File: src/rtl/cla_sub_pipe.sv
// cla_sub_pipe: two-stage pipelined carry-lookahead subtractor, diff = a - b - bin,
// with valid/ready on both sides. Define CLA_SUB_OVF_EN to add the signed-overflow output.

// One half-width CLA subtract slice: a + ~b + ~bin using 4-bit group P/G and
// full lookahead across groups.
module cla_sub_half #(
  parameter int W = 16
) (
  input  logic [W-1:0] a,
  input  logic [W-1:0] b,
  input  logic         bin,
  output logic [W-1:0] diff,
  output logic         bout
);

  localparam int NG = (W + 3) / 4;
  localparam int NP = NG * 4;

  logic [NP-1:0] p;
  logic [NP-1:0] g;
  logic [NG-1:0] gp;
  logic [NG-1:0] gg;
  logic [NG:0]   cg;
  logic [NP:0]   c;

  // Pad bits above W carry p=g=0, so a partial top group never alters the real carries.
  always_comb begin
    p = NP'(a) ^ NP'(~b);
    g = NP'(a) & NP'(~b);
  end

  always_comb begin
    gp = '0;
    gg = '0;
    for (int k = 0; k < NG; k++) begin
      gp[k] = &p[4*k +: 4];
      gg[k] = g[4*k+3]
            | (p[4*k+3] & g[4*k+2])
            | (p[4*k+3] & p[4*k+2] & g[4*k+1])
            | (p[4*k+3] & p[4*k+2] & p[4*k+1] & g[4*k]);
    end
  end

  // Group carries as sum-of-products over all lower groups, not a chained recurrence.
  always_comb begin
    logic term;
    // NOTE: every combinational output gets a default before any loop or branch so no latch is inferred.
    cg    = '0;
    term  = 1'b0;
    cg[0] = ~bin;
    for (int k = 1; k <= NG; k++) begin
      term = ~bin;
      for (int m = 0; m < k; m++) term = term & gp[m];
      cg[k] = term;
      for (int j = 0; j < k; j++) begin
        term = gg[j];
        for (int m = j + 1; m < k; m++) term = term & gp[m];
        cg[k] = cg[k] | term;
      end
    end
  end

  always_comb begin
    logic term;
    c    = '0;
    term = 1'b0;
    for (int k = 0; k < NG; k++) begin
      for (int i = 0; i < 4; i++) begin
        term = cg[k];
        for (int m = 0; m < i; m++) term = term & p[4*k+m];
        c[4*k+i] = term;
        for (int j = 0; j < i; j++) begin
          term = g[4*k+j];
          for (int m = j + 1; m < i; m++) term = term & p[4*k+m];
          c[4*k+i] = c[4*k+i] | term;
        end
      end
    end
    c[NP] = cg[NG];
  end

  assign diff = W'(p ^ c[NP-1:0]);
  assign bout = ~c[W];

endmodule

module cla_sub_pipe #(
  parameter int WIDTH = 32
) (
  input  logic             clk,
  input  logic             rst,
  input  logic             in_valid,
  output logic             in_ready,
  input  logic [WIDTH-1:0] a,
  input  logic [WIDTH-1:0] b,
  input  logic             bin,
  output logic             out_valid,
  input  logic             out_ready,
  output logic [WIDTH-1:0] diff,
  output logic             bout,
  output logic             zero
`ifdef CLA_SUB_OVF_EN
  ,
  output logic             ovf
`endif
);

  localparam int H = WIDTH / 2;

  logic         s1_valid;
  logic [H-1:0] s1_lo;
  logic         s1_br;
  logic [H-1:0] s1_a_hi;
  logic [H-1:0] s1_b_hi;
`ifdef CLA_SUB_OVF_EN
  logic         s1_a_sign;
  logic         s1_b_sign;
`endif

  logic [H-1:0] lo_diff;
  logic         lo_bout;
  logic [H-1:0] hi_diff;
  logic         hi_bout;
  logic         s2_free;
  logic         accept;
  logic         xfer;

  // The only combinational path through the block is out_ready -> in_ready.
  assign s2_free  = !out_valid || out_ready;
  assign in_ready = !rst && (!s1_valid || s2_free);
  assign accept   = in_valid && in_ready;
  assign xfer     = s1_valid && s2_free;

  cla_sub_half #(.W(H)) u_lo (
    .a    (a[H-1:0]),
    .b    (b[H-1:0]),
    .bin  (bin),
    .diff (lo_diff),
    .bout (lo_bout)
  );

  cla_sub_half #(.W(H)) u_hi (
    .a    (s1_a_hi),
    .b    (s1_b_hi),
    .bin  (s1_br),
    .diff (hi_diff),
    .bout (hi_bout)
  );

  // NOTE: all state uses non-blocking assignments so every register samples pre-edge values.
  always_ff @(posedge clk) begin
    if (rst) begin
      s1_valid  <= 1'b0;
      s1_lo     <= '0;
      s1_br     <= 1'b0;
      s1_a_hi   <= '0;
      s1_b_hi   <= '0;
`ifdef CLA_SUB_OVF_EN
      s1_a_sign <= 1'b0;
      s1_b_sign <= 1'b0;
      ovf       <= 1'b0;
`endif
      out_valid <= 1'b0;
      diff      <= '0;
      bout      <= 1'b0;
      zero      <= 1'b0;
    end else begin
      if (accept) begin
        s1_valid  <= 1'b1;
        s1_lo     <= lo_diff;
        s1_br     <= lo_bout;
        s1_a_hi   <= a[WIDTH-1:H];
        s1_b_hi   <= b[WIDTH-1:H];
`ifdef CLA_SUB_OVF_EN
        s1_a_sign <= a[WIDTH-1];
        s1_b_sign <= b[WIDTH-1];
`endif
      end else if (xfer) begin
        s1_valid <= 1'b0;
      end

      // Outputs change only on transfer, so a stalled result stays bit-stable.
      if (xfer) begin
        out_valid <= 1'b1;
        diff      <= {hi_diff, s1_lo};
        bout      <= hi_bout;
        zero      <= ~|{hi_diff, s1_lo};
`ifdef CLA_SUB_OVF_EN
        ovf       <= (s1_a_sign != s1_b_sign) && (hi_diff[H-1] != s1_a_sign);
`endif
      end else if (out_valid && out_ready) begin
        out_valid <= 1'b0;
      end
    end
  end

endmodule

File: config.mk
export PLATFORM = sky130hd
export DESIGN_NAME = cla_sub_pipe
export DESIGN_NICKNAME = d
export VERILOG_FILES = /design/src/rtl/cla_sub_pipe.sv
export SDC_FILE = /design/constraint.sdc
export NUM_CORES = 1
export LEC_CHECK = 0
export ABC_AREA = 1
export CAP_MARGIN = 0
export CORE_MARGIN = 2
export CORE_UTILIZATION = 51
export DETAILED_ROUTE_END_ITERATION = 16
export HOLD_SLACK_MARGIN = 0.08
export PLACE_DENSITY = 0.91
export SYNTH_ARGS = -nofsm -noshare
export SYNTH_HDL_FRONTEND = slang
export SYNTH_SLANG_ARGS = --single-unit
File: constraint.sdc
create_clock -name clk -period 3.2 [get_ports clk]
set_input_delay 0.64 -clock clk [delete_from_list [all_inputs] [get_ports clk]]
set_output_delay 0.64 -clock clk [all_outputs]
set_load 0.02 [all_outputs]
==> results.py, run 1 <==
metrics = {
    "status": {
        "outcome": "finished clean",
    },
    "final_layout": {
        "drive_above_1_share": 0.0452,
        "fillers": 755,
        "finalCoreUtilization": 0.663,
        "nNetsFinal": 864,
        "multi_input_area_mm2": 0.00248,
        "ff_latch_area_mm2": 0.00170,
        "area_growth_syn_to_layout_pct": 27.8,
        "diodes": 0,
    },
    "floorplan": {
        "dieArea_mm2": 0.0101,
        "num_rows": 35,
        "die_h_um": 100,
        "start_util": 0.519,
        "ios": 105,
        "dieWidth_um": 100,
        "core_area_mm2": 0.00911,
    },
    "grt": {
        "grt_pass1_vias": 4610,
        "grt_max_degree": 72,
        "grt_pass1_wl_um": 20100,
        "gr-total-overflow": 0,
        "antenna_found_initial": 0,
        "grt_usage": 0.247,
    },
    "timing": {
        "slew_viol_final": 0,
        "hold_ws_ns": 0.465,
        "clock_skew_ns": 0.00916,
        "rsz0062_at_grt": "false",
        "setup_violations": 0,
        "finalCritPeriodShare": 0.919,
        "slew_headroom": 0.588,
        "max_clock_freq_mhz": 340,
        "worstMarginPinSlew_ns": 0.619,
        "fin_crit_ns": 2.94,
        "worst_slack_ns": 0.258,
        "hold_viol_final": 0,
    },
    "power": {
        "ir_drop_mv": 0.204,
        "power.share.clock": 0.267,
        "combPwrFrac": 0.301,
        "power_density_mw_per_mm2": 460,
        "p_sw_frac": 0.330,
        "p_int_mw": 1.86,
        "seqPwrFrac": 0.432,
        "p_switching_uw": 918,
        "power_mw": 2.78,
        "p_leak_nw": 2.81,
    },
    "place": {
        "portBuffers": 104,
        "place_hpwl_um": 8890,
        "gp_congestion": 0.966,
        "dpl_worst_slack_ns": -0.0807,
    },
    "critical_path": {
        "r2r_cells": 17,
        "crit_path_start_kind": "input port",
        "end_kind": "flip-flop",
        "crit_type": "in -> reg",
        "cp.arrival_ns": 3.21,
        "critPathMaxFanout": 3,
        "cp.required_ns": 3.46,
    },
    "clock_network": {
        "clkSinkCount": 85,
        "cts_root_buf": "clkbuf_8",
        "cts_hold_buf": 0,
        "post_cts_buffers": 0,
        "numCtsBuffers": 9,
        "htreeDepth": 3,
        "tritoncts": "built",
        "clk_pin_slew_ns": 0.09,
        "cts_buffer_depth": 2,
        "insertion_delay_ns": 0.36,
        "cts.repair.resized": 0,
    },
    "synth": {
        "yosysTopAreaCell": "dfxtp_1",
        "ys_warn_count": 0,
        "ys_top_cells_by_area": "dfxtp_1 (36%), ha_1 (11%), nand2_1 (9.0%)",
        "synth.distinct_cells": 31,
        "yosysTopAreaCellShare": 0.360,
        "synth_nets": 765,
        "synth-seq-cells": 85,
        "yosysSeqAreaShare": 0.360,
        "synth_area_per_cell_um2": 7.30,
        "syn_inst": 648,
        "syn-cell-area_mm2": 0.00473,
    },
    "route": {
        "route.vias.total": 4592,
        "routedWlPerCell_um": 14.0,
        "vias_per_cell": 5.32,
        "drc": 0,
        "routed_wl_um": 12000,
        "ant_nets": 0,
        "drtIter0Drc": 321,
        "drtPass1Iterations": 5,
    },
    "hold_path": {
        "hp-class": "reg -> reg",
        "worstHoldPathCells": 2,
    },
    "job": {
        "cap_violations": 0,
    },
}
## cell type report
cell class | count | area share
clock buffer | 9 | 0.0205
multi-input combinational | 428 | 0.411
clock inverter | 7 | 0.0110
inverter | 111 | 0.0690
tap | 111 | 0.0230
sequential | 85 | 0.282
timing repair buffer | 112 | 0.184
## placed cells by master (no fill, tap or decap), types with 15 or more instances in the layout
cell type,Yosys,routed
a21oi_1,49,49
nor2_1,66,66
ha_1,40,40
nand3_1,28,28
nand2_1,113,113
o21ai_1,15,15
dfxtp_1,85,85
o21ai_0,62,62
clkdlybuf4s50_1,0,104
inv_1,107,107
## Yosys cell counts (all sizes together)
cell type and count:
nand2 114, inv 111, dfxtp 85, o21ai 77, nor2 67, a21oi 49, ha 40, nand3 28
buf 13, nand4 13, clkbuf 11, fa 8, xnor2 7, xor2 6, o211ai 4, o31ai 4
nor3 3, nand3b 2, a211oi 1, a21boi 1, a31oi 1, and3 1, nor4 1, o21bai 1
## power groups by stage
stage	Sequential (mW)	Combinational (mW)	Clock (mW)
detailed placement	1.22	0.820	0
global placement	1.22	0.780	0
finish	1.20	0.838	0.743
CTS	1.20	0.831	0.742
global route	1.21	0.933	0.790
floorplan	1.25	0.487	0
## through the flow
| stage | area, um^2 | TNS, ns | instances |
|---|---|---|---|
| floorplan | 4730 | 0 | 648 |
| global placement | 5850 | 0 | 847 |
| detailed placement | 5850 | -0.0807 | 847 |
| CTS | 6040 | 0 | 863 |
| global route | 6040 | 0 | 863 |
| finish | 6040 | 0 | 863 |
## state kept, by name, summed over array words and instances, names as in the netlist
| signal | flops |
|---|---|
| diff | 32 |
| s1_b_hi | 16 |
| out_valid | 1 |
| s1_valid | 1 |
| s1_a_hi | 16 |
| s1_br | 1 |
| zero | 1 |
| s1_lo | 16 |
| bout | 1 |
## kinds of logic (layout without fill, tap and decap cells)
logic type	count (synthesis)	after routing	synth area share
AOI/OAI and AO/OA	138	138	0.156
xor gates and xnor gates	13	13	0.0241
adders and majority gates	48	48	0.140
buffers and inverters	135	239	0.116
DFF	85	85	0.360
and+or+nand+nor	229	229	0.204
## per-layer routing
layer	up-vias	track usage	wire, um
met4	0	0.119	417
met2	179	0.441	5950
met1	2109	0.283	4860
li1	2265	-	-
met5	-	0	0
met3	39	0.0460	820
## worst max-delay path: stages
cell             delay [ns]
clkdlybuf4s50_1        0.46
inv_1                  0.04
ha_1                   0.31
nand2_1                0.10
nor2_1                 0.05
nor2_1                 0.08
nand2_1                0.07
nor2_1                 0.19
o21bai_1               0.14
nand2_1                0.08
nand3_1                0.11
ha_1                   0.24
nand2_1                0.07
nand2_1                0.06
nor2_1                 0.13
nor2_1                 0.08
nor2_1                 0.12
xnor2_1                0.08
o21ai_1                0.11
inv_1                  0.04
## worst paths after layout
kind	start	end	slack, ns
min	s1_b_hi[10]	s1_b_hi[10]	0.47
max	b[3]	s1_lo[15]	0.26
max reg2reg	s1_b_hi[2]	zero	0.42
min reg2reg	s1_b_hi[10]	s1_b_hi[10]	0.47
(Power assumes the default switching activity.)
==> inputs of run 2 (changes only) <==
PLACE_DENSITY = 0.81   (was 0.91)
==> run 2 against run 1 <==
Effect of this change:
- clock-buffer cell count up 5
- first-iteration DRC count down 41%
- sequential power about the same
- sequential share of layout area down 0.070 points
- clock skew down 0.0019 ns
- via count down 2.1%
- register-to-register slack better by 0.02 ns
- wire length down 3.5%
- core utilization up 0.16 points
- die area unchanged
- global-route usage down 0.86 points
- critical path depth down 4
==> results.py, run 2 (synthesis results as in run 1) <==
metrics = {
    "grt": {
        "gr-total-overflow": 0,
        "grt_max_degree": 72,
        "antenna_found_initial": 0,
        "grt_pass1_wl_um": 19300,
        "grt_pass1_vias": 4377,
        "grt_usage": 0.238,
    },
    "critical_path": {
        "r2r_end": "zero",
        "worst_path_most_repeated_cell": "inv_1",
        "end_kind": "flip-flop",
        "cp.arrival_ns": 3.16,
        "r2r-start": "s1_b_hi[3]",
        "crit_type": "in -> reg",
        "critPathLaunch": "b[3]",
        "crit_path_start_kind": "input port",
        "worstSetupEndpoint": "s1_lo[13]",
        "r2r_setup_slack_ns": 0.44,
        "max_stage_delay_ns": 0.45,
        "cpMaxStageDelayCell": "clkdlybuf4s50_1",
        "critPathMaxFanout": 3,
        "cp.required_ns": 3.44,
        "worstPathCellList": "clkdlybuf4s50_1 > inv_1 > ha_1 > nand2_1 > inv_1 > nand4_1 > inv_1 > nor2_1 > o21bai_1 > nand2_1 > nand3_1 > inv_1 > fa_1 > xnor2_1 > o21ai_1 > inv_1",
        "r2r_cells": 17,
    },
    "floorplan": {
        "dieArea_mm2": 0.0101,
        "num_rows": 35,
        "die_h_um": 100,
        "dieWidth_um": 100,
        "ios": 105,
        "core_area_mm2": 0.00911,
        "start_util": 0.519,
    },
    "power": {
        "power_density_mw_per_mm2": 460,
        "p_leak_nw": 2.81,
        "ir_drop_mv": 0.267,
        "power_mw": 2.79,
    },
    "place": {
        "gp_congestion": 0.963,
        "dpl_worst_slack_ns": -0.00258,
        "portBuffers": 104,
        "place_area_mm2": 0.00586,
        "place_hpwl_um": 8750,
    },
    "clock_network": {
        "cts.repair.resized": 0,
        "post_cts_buffers": 0,
        "clk_pin_slew_ns": 0.08,
        "cts_hold_buf": 0,
        "cts_buffer_depth": 2,
        "numCtsBuffers": 9,
        "clkSinkCount": 85,
        "htreeDepth": 3,
        "insertion_delay_ns": 0.34,
        "cts_root_buf": "clkbuf_8",
        "tritoncts": "built",
    },
    "timing": {
        "worst_slack_ns": 0.284,
        "finalCritPeriodShare": 0.911,
        "worstMarginPinSlew_ns": 0.617,
        "hold_viol_final": 0,
        "setup_violations": 0,
        "slew_viol_final": 0,
        "slew_headroom": 0.589,
        "max_clock_freq_mhz": 343,
        "clock_skew_ns": 0.00724,
        "fin_crit_ns": 2.92,
        "rsz0062_at_grt": "false",
        "hold_ws_ns": 0.462,
    },
    "final_layout": {
        "drive_above_1_share": 0.0399,
        "finalInstanceArea_mm2": 0.00606,
        "final_common_cell": "nand2_1",
        "area_growth_syn_to_layout_pct": 28.1,
        "final_cell_mix": "nand2_1 (113), inv_1 (107), clkdlybuf4s50_1 (104)",
        "top_register": "diff",
        "finalCoreUtilization": 0.665,
        "diodes": 0,
        "nNetsFinal": 864,
        "largest_register_ffs": 32,
    },
    "route": {
        "drtPass1Iterations": 5,
        "vias_per_cell": 5.22,
        "route.vias.total": 4496,
        "drtIter0Drc": 190,
        "routed_wl_um": 11600,
        "routedWlPerCell_um": 13.5,
        "drc": 0,
        "ant_nets": 0,
    },
    "job": {
        "cap_violations": 0,
    },
    "hold_path": {
        "hp-class": "reg -> reg",
    },
    "status": {
        "outcome": "finished clean",
    },
}
==> run 2: cell count changes in the layout (fill, tap and decap cells not counted), sizes merged <==
cell,change
clkbuf,+5
clkinv,-5
clkinvlp,-1
==> run 2: per-stage QoR <==
step,setup TNS (ns),instances
after floorplan,0,648
after global placement,0,847
after detailed placement,-0.00258,847
after CTS,0,862
after global routing,0,862
final,0,862
==> run 2: critical path, delay by kind of cell <==
kind | cells | cell delay, ns
buf+inv | 6 | 0.81
fa+ha+maj | 2 | 0.73
simple gates | 5 | 0.43
compound gates | 2 | 0.40
xor+xnor | 1 | 0.15
==> run 2: area by class of cell <==
class | instances | area [um^2]
Clock buffer | 14 | 163
Clock inverter | 1 | 30.0
Fill cell | 786 | 3050
Inverter | 111 | 417
Multi-Input combinational cell | 428 | 2480
Sequential cell | 85 | 1700
Tap cell | 111 | 139
Timing Repair Buffer | 112 | 1130
==> run 2: per-layer routing <==
| layer | vias to the layer above | routed length [um] | global-route usage |
|---|---|---|---|
| li1 | 2268 | - | - |
| met1 | 2057 | 4970 | 0.292 |
| met2 | 140 | 5650 | 0.408 |
| met3 | 31 | 666 | 0.0494 |
| met4 | 0 | 333 | 0.0980 |
| met5 | - | 0 | 0 |
==> run 2: power by group <==
part / switching [mW] / leakage, nW / internal (mW)
registers: 0.0525 / 0.702 / 1.15
clock network: 0.358 / 0.0968 / 0.401
logic: 0.467 / 2.01 / 0.363
==> run 2: worst min path at each step <==
stage                      startpoint          end  slack (ns)  cells past startpoint
after global placement    s1_b_hi[14]  s1_b_hi[14]        0.44                      2
after floorplan           s1_b_hi[15]  s1_b_hi[15]        0.43                      2
after CTS                 s1_b_hi[13]  s1_b_hi[13]        0.46                      2
after global routing      s1_b_hi[13]  s1_b_hi[13]        0.49                      2
final                      s1_b_hi[6]   s1_b_hi[6]        0.46                      2
after detailed placement  s1_b_hi[14]  s1_b_hi[14]        0.45                      2
==> edit, RTL diff (flow settings as in run 1) <==
Change the parameter `WIDTH` from 32 to 40.
--- a/src/rtl/cla_sub_pipe.sv
+++ b/src/rtl/cla_sub_pipe.sv
@@ -86,5 +86,5 @@
 
 module cla_sub_pipe #(
-  parameter int WIDTH = 32
+  parameter int WIDTH = 40
 ) (
   input  logic             clk,
Ports: changed (resized a, b and diff); port bits go from 105 to 129. The function was not compared with the original's and may differ.
==> edit against run 1 <==
  * Global-route usage fell by 2.0 points
  * Total power rose by 34%
  * Die area rose by 21%
  * Via count rose by 12%
  * Critical path depth rose by 1
  * Final area rose by 24%
  * Worst setup slack got worse by 0.035 ns
  * Routed wire length rose by 12%
  * First-iteration DRC count fell by 10%
  * Synthesized area rose by 22%
  * Fmax fell by 1.2%
  * Sequential cell count rose by 20
  * Critical path type unchanged
  * Critical endpoint is now s1_lo[11]
  * Largest power group unchanged
  * Highest routed layer unchanged
==> edit: results (changes against run 1) <==
Vias in the first global route - 4864 (+5.5%)
HP Class - flip-flop to flip-flop
Routed WL - 13500 µm (+12%)
First-pass GRT wire length - 21800 µm (+8.4%)
Leakage - 0.00336 µW (+20%)
Crit-path leading delay family - buffers and inverters
Fraction of layout cells with a size suffix above 1 - 6.27% (+1.8 points)
Largest net degree at the start of global routing - 87 (+21%)
Clock skew - 0.00795 ns (-0.00121 ns)
Slowest-stage cell, CP - clkdlybuf4s50_1
Total Nets Final - 1017 (+18%)
Worst-path clk slew - 0.08 ns
I/O Buffers - 128 (+23%)
Largest cells by area after synthesis - dfxtp_1 37%, ha_1 11%, o21ai_0 8.4%, inv_1 8.3%, nand2_1 6.5%
Root Driver - clkbuf_16
# H-tree levels - 3 (unchanged)
Count of yosys warnings during synthesis - 0 (unchanged)
Number of synthesized flops with an enable pin - 0 (unchanged)
Max Fanout on Critical Path - 5 (+2)
DP HPWL - 9860 µm (+11%)
Headroom to the max-slew limit - 48.3% (-10 points)
Status - finished clean
First-pass DRT Iterations - 4 (-1)
Total track usage - 22.7% (-2.0 points)
Synth unique cells - 36 (+16%)
First DRT Iteration DRCs - 288 (-10%)
Max Root-Sink Buffers - 2 (unchanged)
N_diodes - 0 (unchanged)
Largest stage delay, worst path - 0.45 ns
Most frequent cells after synthesis - 127 x inv_1, 105 x dfxtp_1, 99 x nand2_1
Max reg flops - 40 (+25%)
Gp weighted congestion - 0.873 (-9.6%)
Ys async rst share - 0% (unchanged)
Sequential share of the synthesized area - 36.6% (+0.57 points)
Post-synthesis net count - 899 (+18%)
Vias - 5137 (+12%)
Gr ovfl total - 0 (unchanged)
Post-CTS Setup Inserts - 0 (unchanged)
Peak VDD IR - 0.274 mV (+35%)
Worst skew pair latency - 0.34 ns (-0.02 ns)
edit: cell count changes after synthesis, moves of 5 or more:
cell,run 1,this run
nand2_1,113,99
inv_1,107,127
xor2_1,6,13
ha_1,40,50
a21oi_1,49,73
nand3_1,28,22
nor2_1,66,58
o21ai_1,15,0
dfxtp_1,85,105
o21ai_0,62,97
nand2_2,0,6
xnor2_1,7,12
edit: what timing repair did:
| item | CTS | global route |
|---|---|---|
| gates resized for setup | 0 | 1 |
| endpoints found under the setup margin | 0 | 1 |
| hold endpoints to repair | 0 | 0 |
edit: tightest hold or removal path, stage by stage, from the launching register on:
cell	delay, ns
dfxtp_1	0.30
inv_1	0.06
a21oi_1	0.05
edit: logic make-up (layout without fill, tap and decap cells):
| kind of cell | Yosys count | count (layout) | synth area share (%) |
|---|---|---|---|
| and+or+nand+nor | 209 | 209 | 16.4 |
| DFF | 105 | 105 | 36.6 |
| buffers and inverters | 167 | 290 | 11.6 |
| adders and majority gates | 60 | 60 | 14.4 |
| xor gates and xnor gates | 25 | 25 | 3.81 |
| AOI/OAI and AO/OA | 188 | 188 | 17.3 |
edit: cell type report:
class / count / area (µm²)
Clock buffer: 9 / 225
Clock inverter: 7 / 110
Fill cell: 860 / 3460
Inverter: 135 / 507
Multi-Input combinational cell: 482 / 2980
Sequential cell: 105 / 2100
Tap cell: 140 / 175
Timing Repair Buffer: 139 / 1380
edit: per-layer routing:
layer | routed length (µm) | track usage [%]
met5 | 0 | 0
met4 | 286 | 9.29
met3 | 691 | 3.41
met2 | 6650 | 40.2
met1 | 5910 | 27.6
edit: metrics by stage:
stage               setup WS (ns)  setup TNS (ns)  std cells  instance area [µm²]  power, µW
global route             -0.00650        -0.00766       1017                 7480       3930
floorplan                   0.517               0        754                 5750       2150
CTS                         0.232               0       1017                 7480       3740
detailed placement         -0.117          -0.142       1001                 7140       2510
global placement           0.0358               0       1001                 7140       2480
finish                      0.223               0       1017                 7480       3740
edit: path summary, 6_finish.rpt:
path	end	startpoint	slack, ns	depth (start not counted)
setup / recovery	s1_lo[11]	b[3]	0.22	21
hold / removal	s1_b_hi[6]	s1_b_hi[6]	0.46	2
setup reg to reg	zero	s1_b_hi[2]	0.31	22
hold reg to reg	s1_b_hi[6]	s1_b_hi[6]	0.46	2
edit: report_power, final:
part / internal, µW / switching [µW] / leakage (µW) / total (µW)
registers: 1420 / 54.4 / 0.000867 / 1470
logic: 458 / 577 / 0.00233 / 1040
clock network: 706 / 525 / 0.000162 / 1230
